===== config.mk =====
export PLATFORM = sky130hd
export DESIGN_NAME = reg_bank_porta_seq
export DESIGN_NICKNAME = d
export VERILOG_FILES = /design/src/rtl/reg_bank_porta_seq.sv
export SDC_FILE = /design/constraint.sdc
export NUM_CORES = 1
export LEC_CHECK = 0
export CORE_UTILIZATION = 43
export CTS_CLUSTER_SIZE = 40
export DETAILED_ROUTE_END_ITERATION = 8
export PLACE_DENSITY = 0.76
export RECOVER_POWER = 100
export SETUP_SLACK_MARGIN = 0.2
export SLEW_MARGIN = 20
export SYNTH_ARGS = -nofsm -noshare
export SYNTH_HDL_FRONTEND = slang
export SYNTH_SLANG_ARGS = --single-unit

===== constraint.sdc =====
create_clock -name CLKA -period 1.8 [get_ports CLKA]
set_input_delay 0.27 -clock CLKA [delete_from_list [all_inputs] [get_ports CLKA]]
set_output_delay 0.27 -clock CLKA [all_outputs]
set_load 0.02 [all_outputs]

===== src/rtl/reg_bank_porta_seq.sv =====
// Burst sequencer for port A of a register bank: write bursts with constant or
// incrementing fill, and read bursts returned on a valid/ready response channel.
module reg_bank_porta_seq #(
    parameter int unsigned ADDR_W = 4,
    parameter int unsigned DATA_W = 8
) (
    input  logic              CLKA,
    input  logic              RST_N,
    input  logic              cmd_valid,
    output logic              cmd_ready,
    input  logic              cmd_write,
    input  logic [ADDR_W-1:0] cmd_addr,
    input  logic [3:0]        cmd_len,
    input  logic [DATA_W-1:0] cmd_wdata,
    input  logic              cmd_inc,
    output logic              rsp_valid,
    input  logic              rsp_ready,
    output logic [DATA_W-1:0] rsp_rdata,
    output logic [ADDR_W-1:0] rsp_addr,
    output logic              rsp_last,
    output logic              done,
    output logic              busy,
    output logic [ADDR_W-1:0] addrA,
    output logic [DATA_W-1:0] data_inA,
    output logic              weA,
    input  logic [DATA_W-1:0] data_outA
);

    localparam int unsigned LEN_W = 4;

    typedef enum logic [2:0] {
        IDLE    = 3'd0,
        WR      = 3'd1,
        RD_ADDR = 3'd2,
        RD_WAIT = 3'd3,
        RD_RESP = 3'd4
    } state_t;

    state_t             state_q, state_d;
    logic [LEN_W-1:0]   len_q, len_d;
    logic [LEN_W-1:0]   cnt_q, cnt_d;
    logic               inc_q, inc_d;

    logic               cmd_ready_d, rsp_valid_d, rsp_last_d, done_d, busy_d, we_d;
    logic [DATA_W-1:0]  rsp_rdata_d, data_in_d;
    logic [ADDR_W-1:0]  rsp_addr_d, addr_d;

    logic               accept_c, last_c;

    assign accept_c = cmd_valid && cmd_ready;
    assign last_c   = (cnt_q == len_q);

    // State, burst context and every output are flops; reset aborts any burst.
    always_ff @(posedge CLKA or negedge RST_N) begin
        if (!RST_N) begin
            state_q   <= IDLE;
            len_q     <= '0;
            cnt_q     <= '0;
            inc_q     <= 1'b0;
            cmd_ready <= 1'b0;
            rsp_valid <= 1'b0;
            rsp_last  <= 1'b0;
            rsp_rdata <= '0;
            rsp_addr  <= '0;
            done      <= 1'b0;
            busy      <= 1'b0;
            weA       <= 1'b0;
            addrA     <= '0;
            data_inA  <= '0;
        end else begin
            state_q   <= state_d;
            len_q     <= len_d;
            cnt_q     <= cnt_d;
            inc_q     <= inc_d;
            cmd_ready <= cmd_ready_d;
            rsp_valid <= rsp_valid_d;
            rsp_last  <= rsp_last_d;
            rsp_rdata <= rsp_rdata_d;
            rsp_addr  <= rsp_addr_d;
            done      <= done_d;
            busy      <= busy_d;
            weA       <= we_d;
            addrA     <= addr_d;
            data_inA  <= data_in_d;
        end
    end

    // Next-state logic.
    always_comb begin
        state_d = state_q;
        unique case (state_q)
            IDLE:    if (accept_c) state_d = cmd_write ? WR : RD_ADDR;
            WR:      if (last_c) state_d = IDLE;
            RD_ADDR: state_d = RD_WAIT;
            RD_WAIT: state_d = RD_RESP;
            RD_RESP: if (rsp_ready) state_d = last_c ? IDLE : RD_ADDR;
            default: state_d = IDLE;
        endcase
    end

    // Next values for the registered outputs and burst context.
    always_comb begin
        cmd_ready_d = 1'b0;
        done_d      = 1'b0;
        we_d        = 1'b0;
        addr_d      = addrA;
        data_in_d   = data_inA;
        rsp_valid_d = rsp_valid;
        rsp_last_d  = rsp_last;
        rsp_rdata_d = rsp_rdata;
        rsp_addr_d  = rsp_addr;
        len_d       = len_q;
        cnt_d       = cnt_q;
        inc_d       = inc_q;
        busy_d      = (state_d != IDLE);

        unique case (state_q)
            IDLE: begin
                cmd_ready_d = !accept_c;
                if (accept_c) begin
                    len_d  = cmd_len;
                    inc_d  = cmd_inc;
                    cnt_d  = '0;
                    addr_d = cmd_addr;
                    if (cmd_write) begin
                        we_d      = 1'b1;
                        data_in_d = cmd_wdata;
                    end
                end
            end
            WR: begin
                if (last_c) begin
                    done_d      = 1'b1;
                    cmd_ready_d = 1'b1;
                end else begin
                    we_d      = 1'b1;
                    addr_d    = addrA + ADDR_W'(1);
                    data_in_d = inc_q ? data_inA + DATA_W'(1) : data_inA;
                    cnt_d     = cnt_q + LEN_W'(1);
                end
            end
            RD_ADDR: ;
            RD_WAIT: begin
                // Bank data for addrA is valid this cycle; capture it.
                rsp_valid_d = 1'b1;
                rsp_rdata_d = data_outA;
                rsp_addr_d  = addrA;
                rsp_last_d  = last_c;
            end
            RD_RESP: begin
                if (rsp_ready) begin
                    rsp_valid_d = 1'b0;
                    if (last_c) begin
                        done_d      = 1'b1;
                        cmd_ready_d = 1'b1;
                    end else begin
                        addr_d = addrA + ADDR_W'(1);
                        cnt_d  = cnt_q + LEN_W'(1);
                    end
                end
            end
            default: ;
        endcase
    end

endmodule


==> impl_metrics.toml, run 1 <==
[outcome]
status = "complete, but fails checks"
violations = "design-rule violations"

[clock_network]
cts_buffers = 5
cts-root-buf = "clkbuf_8"
clk_latency_ps = 290
clock_path_buffers = 2
clkTransAtPathRegs_ps = 80
cts.sinks = 42
hold_buffers = 0
h-tree-depth = 2
cts_tree = "done"

[synthesis]
seq_area_frac_synth_pct = 49.5
synth_xor_area_share_pct = 2.41
synth_edf_count = 0
syn_area_mm2 = 0.00212
ys_types = 42
synthSimpleGateAreaFrac_pct = 17.0
synth.area.mux_share_pct = 9.72
syn_area_per_cell_um2 = 10.5
synth_fa_ha_area_share_pct = 1.77
postSynthCellCount = 202
synth_compound_area_share_pct = 15.1
synth_top_family_by_area = "simple AND/OR/NAND/NOR gates"
ys.flop_type = "dfrtp_1"
ys_async_sr_fraction_pct = 100
ys_ff_latch = 42
synth_fp_nets = 235
yosysWarnings = 0

[critical_path]
reg2regPathDepth = 4
crit_arrival_ps = 1840
crit_family = "simple AND/OR/NAND/NOR gates"
crit_fanout = 5
r2r_slack_ps = 130
critPathCapture = "busy"
endpoint_kind = "flop"
critPathLaunchType = "flop"
path_depth = 4
crit_buf_inv = 0
crit_chain = "xnor2_1 > and4_4 > o221ai_1 > or3_1"
startpoint = "cnt_q[0]"
timing.rr.start = "cnt_q[0]"
crit_type = "flop to flop"
r2r-end = "busy"
slowest_stage = "dfrtp_1"
critPathMaxStageDelay_ps = 430
critPathRequiredTime_ps = 1970

[power_and_ir_drop]
p_sw_uw = 2570
p_per_area_mw_per_mm2 = 1950
p_comb_share_pct = 59.2
vdd_ir_drop_max_mv = 0.778
p_leak_uw = 0.00144
power.internal_uw = 3680
switching_share_pct = 41.1
clkPwrFrac_pct = 11.6
seqPwrFrac_pct = 29.2

[finish]
areaGrowthSynthToFinish_pct = 51.2
diodes = 0
num-fill-cells = 386
final_cells = 366
layout-drive-gt1-share_pct = 27.4
num-nets-final = 331

[sta]
max_clock_freq_ghz = 0.600
min_period_ps = 1670
hold_viol = 0
rsz0062_at_grt = "true"
setup_tns_ps = 0
post-route-period-util_pct = 92.7
layout_setup_ws_ps = 132
finalClockSkew_ps = 3.66
tightest_slew_ps = 1020
slew_viol_final = 0
maxSlewHeadroom_pct = 32.0
finalSetupViolations = 0

[grt]
grt_pass1_vias = 1789
grt_start_max_net_pins = 43
antenna_found_initial = 0
grt.overflow.total = 0
grt_pass1_wl_mm = 8.40
grt_usage_pct = 21.0

[floorplanning]
die_area_mm2 = 0.00523
die_w_um = 72.3
start_util_pct = 45.0
core_area_mm2 = 0.00472
die_h_um = 72.3
pin_count = 60
num_rows = 25

[routing]
drt-total-wl_mm = 5.47
avgViaCountPerCell = 5.33
dr.pass1.iters = 7
routed-via-count = 1949
route.detailed.drc = 1
wl_per_cell_um = 14.9
drt_iter0_drc = 126
ant_nets = 0

[placed_design]
globalplace.congestion = 0.931
detailed_place_hpwl_mm = 3.58
dp_slack_ps = -76.3
numPortBuffers = 59
dp.cells = 343

[run]
drv_cap = 0

[worst_hold_path]
hold_path.class = "primary input to async pin"
-- layout make-up --
class | count | area, um^2 | area share, %
Inverter | 6 | 25.0 | 0.779
Timing Repair Buffer | 101 | 877 | 27.3
Tap cell | 67 | 83.8 | 2.61
Clock inverter | 3 | 40.0 | 1.25
Multi-Input combinational cell | 142 | 1060 | 33.0
Clock buffer | 5 | 68.8 | 2.14
Sequential cell | 42 | 1060 | 32.9
-- metrics by stage --
step / total power (uW) / util, % / hold slack (ps) / instance area [um^2]
after floorplan: 3780 / - / -25.6 / 2140
after global placement: 5110 / 62.0 / 370 / 2930
after detailed placement: 5220 / 62.0 / 374 / 2930
after CTS: 6180 / 66.8 / 49.7 / 3150
after global routing: 6660 / 68.0 / 316 / 3210
final: 6250 / 68.0 / 224 / 3210
-- worst register-to-register path: cells and delay by family, from the launching register on --
family / cells / cell delay, ps
and+or+nand+nor: 2 / 690
DFF: 1 / 430
xor gates and xnor gates: 1 / 250
AOI/OAI and AO/OA: 1 / 180
-- registers in the layout (all words and copies together) (netlist names) --
| signal | cells |
|---|---|
| done | 1 |
| data_inA | 8 |
| addrA | 4 |
| cnt_q | 4 |
| weA | 1 |
| rsp_addr | 4 |
| busy | 1 |
| inc_q | 1 |
| len_q | 4 |
| rsp_last | 1 |
| rsp_rdata | 8 |
| cmd_ready | 1 |
| rsp_valid | 1 |
| state_q | 3 |
-- cell families (layout without fill, tap and decap cells) --
kind of cell | after synthesis | count (layout)
buffers and inverters | 18 | 115
AOI/OAI and AO/OA | 46 | 46
adders and majority gates | 3 | 3
muxes | 18 | 18
DFF | 42 | 42
xor gates and xnor gates | 5 | 5
and+or+nand+nor | 70 | 70
-- layout by cell type (no fill, tap or decap), drive strengths merged, types with 3 or more instances in the layout --
cell type / synthesis / final
a21oi: 12 / 12
a31oi: 4 / 4
buf: 12 / 36
clkbuf: 0 / 13
clkdlybuf4s50: 0 / 28
dfrtp: 42 / 42
dlygate4sd2: 0 / 11
dlygate4sd3: 0 / 18
ha: 3 / 3
inv: 6 / 6
mux2: 15 / 15
mux2i: 3 / 3
nand2: 23 / 23
nand2b: 5 / 5
nand3: 9 / 9
nand4: 7 / 7
nor2: 10 / 10
o211ai: 7 / 7
o21ai: 7 / 7
o22a: 6 / 6
xnor2: 5 / 5
-- per-layer routing --
metal  part of all wire (%)  GRT usage (%)  wire (um)
met3                    4.4           5.42        241
met1                     44           28.7       2380
met2                     51           32.8       2770
met4                    1.3           6.75         70
met5                      0              0          0
-- power groups by stage --
stage / sequential [uW] / combinational [uW] / clock [uW]
2_1_floorplan: 2120 / 1660 / 0
3_3_place_gp: 1800 / 3310 / 0
3_5_place_dp: 1820 / 3400 / 0
4_1_cts: 1820 / 3610 / 745
5_1_grt: 1880 / 3980 / 797
6_report: 1820 / 3700 / 728
-- timing repair --
item / in CTS / in global routing
buffers inserted: 6 / 7
pin swaps: 4 / 12
cloned: 1 / 1
resized for setup: 31 / 16
endpoints found under the setup margin: 26 / 30
-- how the worst min path moves through the flow --
stage                     start          end  slack, ps  depth (start not counted)
after floorplan           RST_N     addrA[0]        -30                          0
after global placement    RST_N  data_inA[5]        370                          2
after detailed placement  RST_N  data_inA[7]        370                          2
after CTS                 RST_N  data_inA[0]         50                          2
after global routing      RST_N    rsp_valid        320                          2
final                     RST_N  data_inA[3]        220                          2
-- Yosys cell counts (all sizes together) (2+ instances only) --
cell type / instances / share of area [%]
mux2i: 3 / 1.4
nand2b: 5 / 1.5
and3: 2 / 0.59
nor2: 10 / 1.8
xnor2: 5 / 2.4
o22a: 6 / 2.5
nand4: 7 / 2.1
a21oi: 12 / 2.8
nand3: 9 / 2.1
a31oi: 4 / 1.2
nand2: 23 / 4.1
and4: 2 / 0.82
o21ai: 7 / 1.6
mux2: 15 / 8.3
nor3: 2 / 0.47
inv: 6 / 1.1
buf: 12 / 3.5
nand4b: 2 / 0.82
ha: 3 / 1.8
nor4: 2 / 0.59
dfrtp: 42 / 49
o211ai: 7 / 2.5
(Power assumes the default switching activity.)
==> inputs of run 2 (changes only) <==
--- a/config.mk
+++ b/config.mk
@@ -5,10 +5,11 @@
 export SDC_FILE = /design/constraint.sdc
 export NUM_CORES = 1
 export LEC_CHECK = 0
+export ABC_AREA = 1
 export CORE_UTILIZATION = 43
 export CTS_CLUSTER_SIZE = 40
 export DETAILED_ROUTE_END_ITERATION = 8
-export PLACE_DENSITY = 0.76
+export PLACE_DENSITY = 0.75
 export RECOVER_POWER = 100
 export SETUP_SLACK_MARGIN = 0.2
 export SLEW_MARGIN = 20
==> impl_metrics.toml, run 2 <==
[outcome]
status = "finished, final reports clean"

[clock_network]
cts.sinks = 42
postCtsSetupBuffers = 0
clk_latency_ps = 290
clock_path_buffers = 2
h-tree-depth = 2
clkTransAtPathRegs_ps = 80
cts-root-buf = "clkbuf_8"
cts_buffers = 5
cts_tree = "done"

[critical_path]
critPathRequiredTime_ps = 1530
slowest_stage = "dlygate4sd3_1"
crit_arrival_ps = 1350
endpoint_kind = "output port"
critPathLaunchType = "flop"
crit_type = "flop to output port"
crit_family = "buffers and inverters"
crit_fanout = 2
crit_chain = "dlygate4sd3_1"
critPathMaxStageDelay_ps = 660
crit_buf_inv = 1

[sta]
finalSetupViolations = 0
slew_viol_final = 0
min_period_ps = 1620
max_clock_freq_ghz = 0.618
tightest_slew_ps = 534
hold_viol = 0
setup_tns_ps = 0
post-route-period-util_pct = 89.9
maxSlewHeadroom_pct = 64.4
rsz0062_at_grt = "false"
finalClockSkew_ps = 5.91
hold_ws_ps = 478

[power_and_ir_drop]
p_per_area_mw_per_mm2 = 1750
p_leak_uw = 0.00144
vdd_ir_drop_max_mv = 0.946

[placed_design]
globalplace.congestion = 0.827
numPortBuffers = 59
detailed_place_hpwl_mm = 3.38

[synthesis]
synth_common_cells = "nand2_1 (96), dfrtp_1 (42), nand3_1 (23)"
syn_area_per_cell_um2 = 8.43
synth.most_common_cell = "nand2_1"
synth_edf_count = 0
ys_types = 28
seq_area_frac_synth_pct = 47.6
postSynthCellCount = 262
yosys.area.top_type = "dfrtp_1"
ys_async_sr_fraction_pct = 100
synth_top_area_share_pct = 47.6
synthTopCellsByArea = "dfrtp_1 (48%), nand2_1 (16%), nand3_1 (5.2%)"
yosysWarnings = 0
synth_fp_nets = 295
ys_ff_latch = 42
syn_area_mm2 = 0.00221
ys.flop_type = "dfrtp_1"

[floorplanning]
pin_count = 60
die_h_um = 73.7
start_util_pct = 45.8
core_area_mm2 = 0.00482
die_w_um = 73.7
num_rows = 25
die_area_mm2 = 0.00543

[routing]
route.detailed.drc = 0
dr.pass1.iters = 4
drt_iter0_drc = 92
routed-via-count = 1873
avgViaCountPerCell = 4.74
wl_per_cell_um = 11.5
drt-total-wl_mm = 4.53
ant_nets = 0

[grt]
grt_start_max_net_pins = 23
antenna_found_initial = 0
grt.overflow.total = 0
grt_usage_pct = 19.1
grt_pass1_wl_mm = 7.80
grt_pass1_vias = 1742

[finish]
areaGrowthSynthToFinish_pct = 31.0
mostFrequentLayoutCells = "nand2_1 (97), dfrtp_1 (41), clkdlybuf4s50_1 (28), nand3_1 (23), o21ai_0 (22)"
layout-drive-gt1-share_pct = 12.5
num-nets-final = 360
diodes = 0
reg_top3 = "data_inA (8), rsp_rdata (8)"
layout_commonest_cell = "nand2_1"

[run]
drv_cap = 0

[worst_hold_path]
hold_path.class = "primary input to async pin"
[run 2: cell types whose count changed after synthesis, moves of 7 or more]
cell and change:
a21oi_1 -10, inv_1 +14, nand2_1 +73, o211ai_1 -7
o21ai_0 +10, nand3_1 +14, buf_2 -7
[run 2: through the flow]
| stage | instance area, um^2 | total power, uW | utilization [%] | cells | setup WS [ps] |
|---|---|---|---|---|---|
| after global placement | 2870 | 4750 | 59.6 | 386 | 212 |
| after CTS | 2960 | 5350 | 61.4 | 395 | 217 |
| after detailed placement | 2870 | 4810 | 59.6 | 386 | 144 |
| final | 2890 | 5070 | 60.1 | 395 | 182 |
| after global routing | 2890 | 5520 | 60.1 | 395 | 114 |
| after floorplan | 2210 | 3800 | - | 262 | 437 |
[run 2: power by group]
group          switching, uW  leakage (uW)  internal (uW)  total, uW
clock network            319     0.0000452            274        592
registers                348      0.000529           1370       1720
logic                   1700      0.000863           1060       2760
total                   2360       0.00144           2710       5070
[run 2: layout make-up]
class / instances / area (um^2)
fill: 446 / 1920
sequential: 42 / 1050
multi-input combinational: 191 / 988
timing repair buffer: 63 / 592
inverter: 24 / 90.1
tap: 67 / 83.8
clock buffer: 6 / 72.6
clock inverter: 2 / 13.8
[run 2: cells by family after synthesis]
family / Yosys count / synth area share (%)
adders and majority gates: 3 / 1.70
muxes: 10 / 5.10
and+or+nand+nor: 149 / 31.6
DFF: 42 / 47.6
xor gates and xnor gates: 3 / 1.19
buffers and inverters: 29 / 5.89
AOI/OAI and AO/OA: 26 / 6.97
[run 2: repair_timing]
action                                 CTS  global route
setup endpoints to repair               11             3
hold buffers                             1             0
gates resized for setup                 11             2
endpoints found under the hold margin   20             0
[run 2: path summary, 6_finish.rpt]
kind / depth (start not counted) / start / to / slack [ps]
max in group asynchronous: 3 / RST_N / state_q[0] / 380
min in group CLKA: 2 / rsp_valid / rsp_valid / 480
hold reg to reg: 2 / rsp_valid / rsp_valid / 480
setup / recovery: 1 / cmd_ready / cmd_ready / 180
setup reg to reg: 9 / cnt_q[1] / busy / 270
hold / removal: 2 / RST_N / rsp_addr[0] / 480
[run 2: routing by layer]
layer  vias up  part of all wire, %  GRT usage, %
met5         -                    0             0
met1       849                   45          24.7
met4         0                  1.9          7.69
met2        49                   48          31.0
met3         9                  4.7          4.12
li1        966                    -             -
==> inputs of run 3 (changes only) <==
==> constraint.sdc (replaced) <==
create_clock -name CLKA -period 1.8 [get_ports CLKA]
set_input_delay 0.18 -clock CLKA [delete_from_list [all_inputs] [get_ports CLKA]]
set_output_delay 0.18 -clock CLKA [all_outputs]
set_load 0.02 [all_outputs]
==> impl_metrics.toml, run 3 (synthesis gave the netlist of run 2 again) <==
[routing]
route.detailed.drc = 0
routed-via-count = 1919
avgViaCountPerCell = 4.87
wl_per_cell_um = 12.3
ant_nets = 0
dr.pass1.iters = 4
drt_iter0_drc = 100
drt-total-wl_mm = 4.85

[finish]
diodes = 0
layout_commonest_cell = "nand2_1"
final_util_pct = 60.2
areaGrowthSynthToFinish_pct = 31.3
mostFrequentLayoutCells = "nand2_1 (97), dfrtp_1 (42), clkdlybuf4s50_1 (28), dlygate4sd3_1 (26), nand3_1 (22)"
num-fill-cells = 469
reg_top3 = "data_inA (8), rsp_rdata (8)"
layout-drive-gt1-share_pct = 13.1
num-nets-final = 360

[sta]
tightest_slew_ps = 1020
post-route-period-util_pct = 89.1
hold_ws_ps = 458
slew_viol_final = 0
setup_tns_ps = 0
finalSetupViolations = 0
min_period_ps = 1600
layout_setup_ws_ps = 196
finalClockSkew_ps = 10.4
max_clock_freq_ghz = 0.623
maxSlewHeadroom_pct = 31.7
hold_viol = 0
rsz0062_at_grt = "false"

[clock_network]
clkTransAtPathRegs_ps = 80
clock_path_buffers = 2
cts.sinks = 42
h-tree-depth = 2
clk_latency_ps = 290
cts_tree = "done"
cts_buffers = 5
cts-root-buf = "clkbuf_8"

[floorplanning]
core_area_mm2 = 0.00482
die_h_um = 73.7
die_area_mm2 = 0.00543
start_util_pct = 45.8
pin_count = 60
num_rows = 25
die_w_um = 73.7

[critical_path]
critPathMaxStageDelay_ps = 700
slowest_stage = "dlygate4sd3_1"
crit_family = "buffers and inverters"
critPathRequiredTime_ps = 1620
crit_arrival_ps = 1420
crit_fanout = 7
critPathLaunchType = "flop"
crit_type = "flop to output port"
crit_chain = "dlygate4sd3_1"
crit_buf_inv = 1
endpoint_kind = "output port"

[grt]
grt_pass1_vias = 1840
grt_pass1_wl_mm = 8.13
grt_start_max_net_pins = 43
antenna_found_initial = 0
grt_usage_pct = 19.6
grt.overflow.total = 0

[placed_design]
globalplace.congestion = 0.838
numPortBuffers = 59
detailed_place_hpwl_mm = 3.49
dp_slack_ps = 252

[power_and_ir_drop]
vdd_ir_drop_max_mv = 0.913
p_leak_uw = 0.00141
p_per_area_mw_per_mm2 = 1780

[worst_hold_path]
hold_path.class = "primary input to flop"

[run]
drv_cap = 0

[outcome]
status = "finished, final reports clean"
run 3: metal layers:
layer,global-route usage (%),part of all wire [%]
met5,0,0
met4,5.98,1.4
met3,4.25,4.3
met2,33.9,50
met1,24.3,44
run 3: cell type report:
cell class	instances	area, um^2	area share [%]
Sequential cell	42	1050	36.2
Clock buffer	5	68.8	2.37
Tap cell	67	83.8	2.89
Timing Repair Buffer	63	581	20.0
Clock inverter	2	15.0	0.518
Multi-Input combinational cell	191	1010	34.9
Inverter	24	90.1	3.11
run 3: worst paths after layout:
path	endpoint	cells after the start	start	slack, ps
hold reg to reg	rsp_addr[3]	2	rsp_addr[3]	490
min in group asynchronous	rsp_rdata[5]	3	RST_N	690
hold / removal	len_q[0]	3	cmd_len[0]	460
setup reg to reg	cnt_q[2]	8	state_q[0]	260
max in group asynchronous	data_inA[0]	3	RST_N	460
setup / recovery	data_inA[2]	1	data_inA[2]	200
run 3: report_power, final:
part / switching (uW) / total [uW] / internal (uW) / leakage (uW)
logic: 1750 / 2850 / 1100 / 0.000839
clock network: 328 / 593 / 265 / 0.0000362
registers: 355 / 1730 / 1370 / 0.000530
run 3: what timing repair did:
action | CTS | global route
setup buffers | 0 | 0
gates resized for setup | 0 | 6
hold buffers | 1 | 0
setup endpoints to repair | 0 | 13
hold endpoints to repair | 42 | 0
run 3: through the flow:
step | cell area, um^2 | power (uW) | instances
floorplan | 2210 | 3800 | 262
global placement | 2870 | 4750 | 386
detailed placement | 2870 | 4820 | 386
CTS | 2970 | 5430 | 394
global route | 2900 | 5600 | 394
finish | 2900 | 5170 | 394
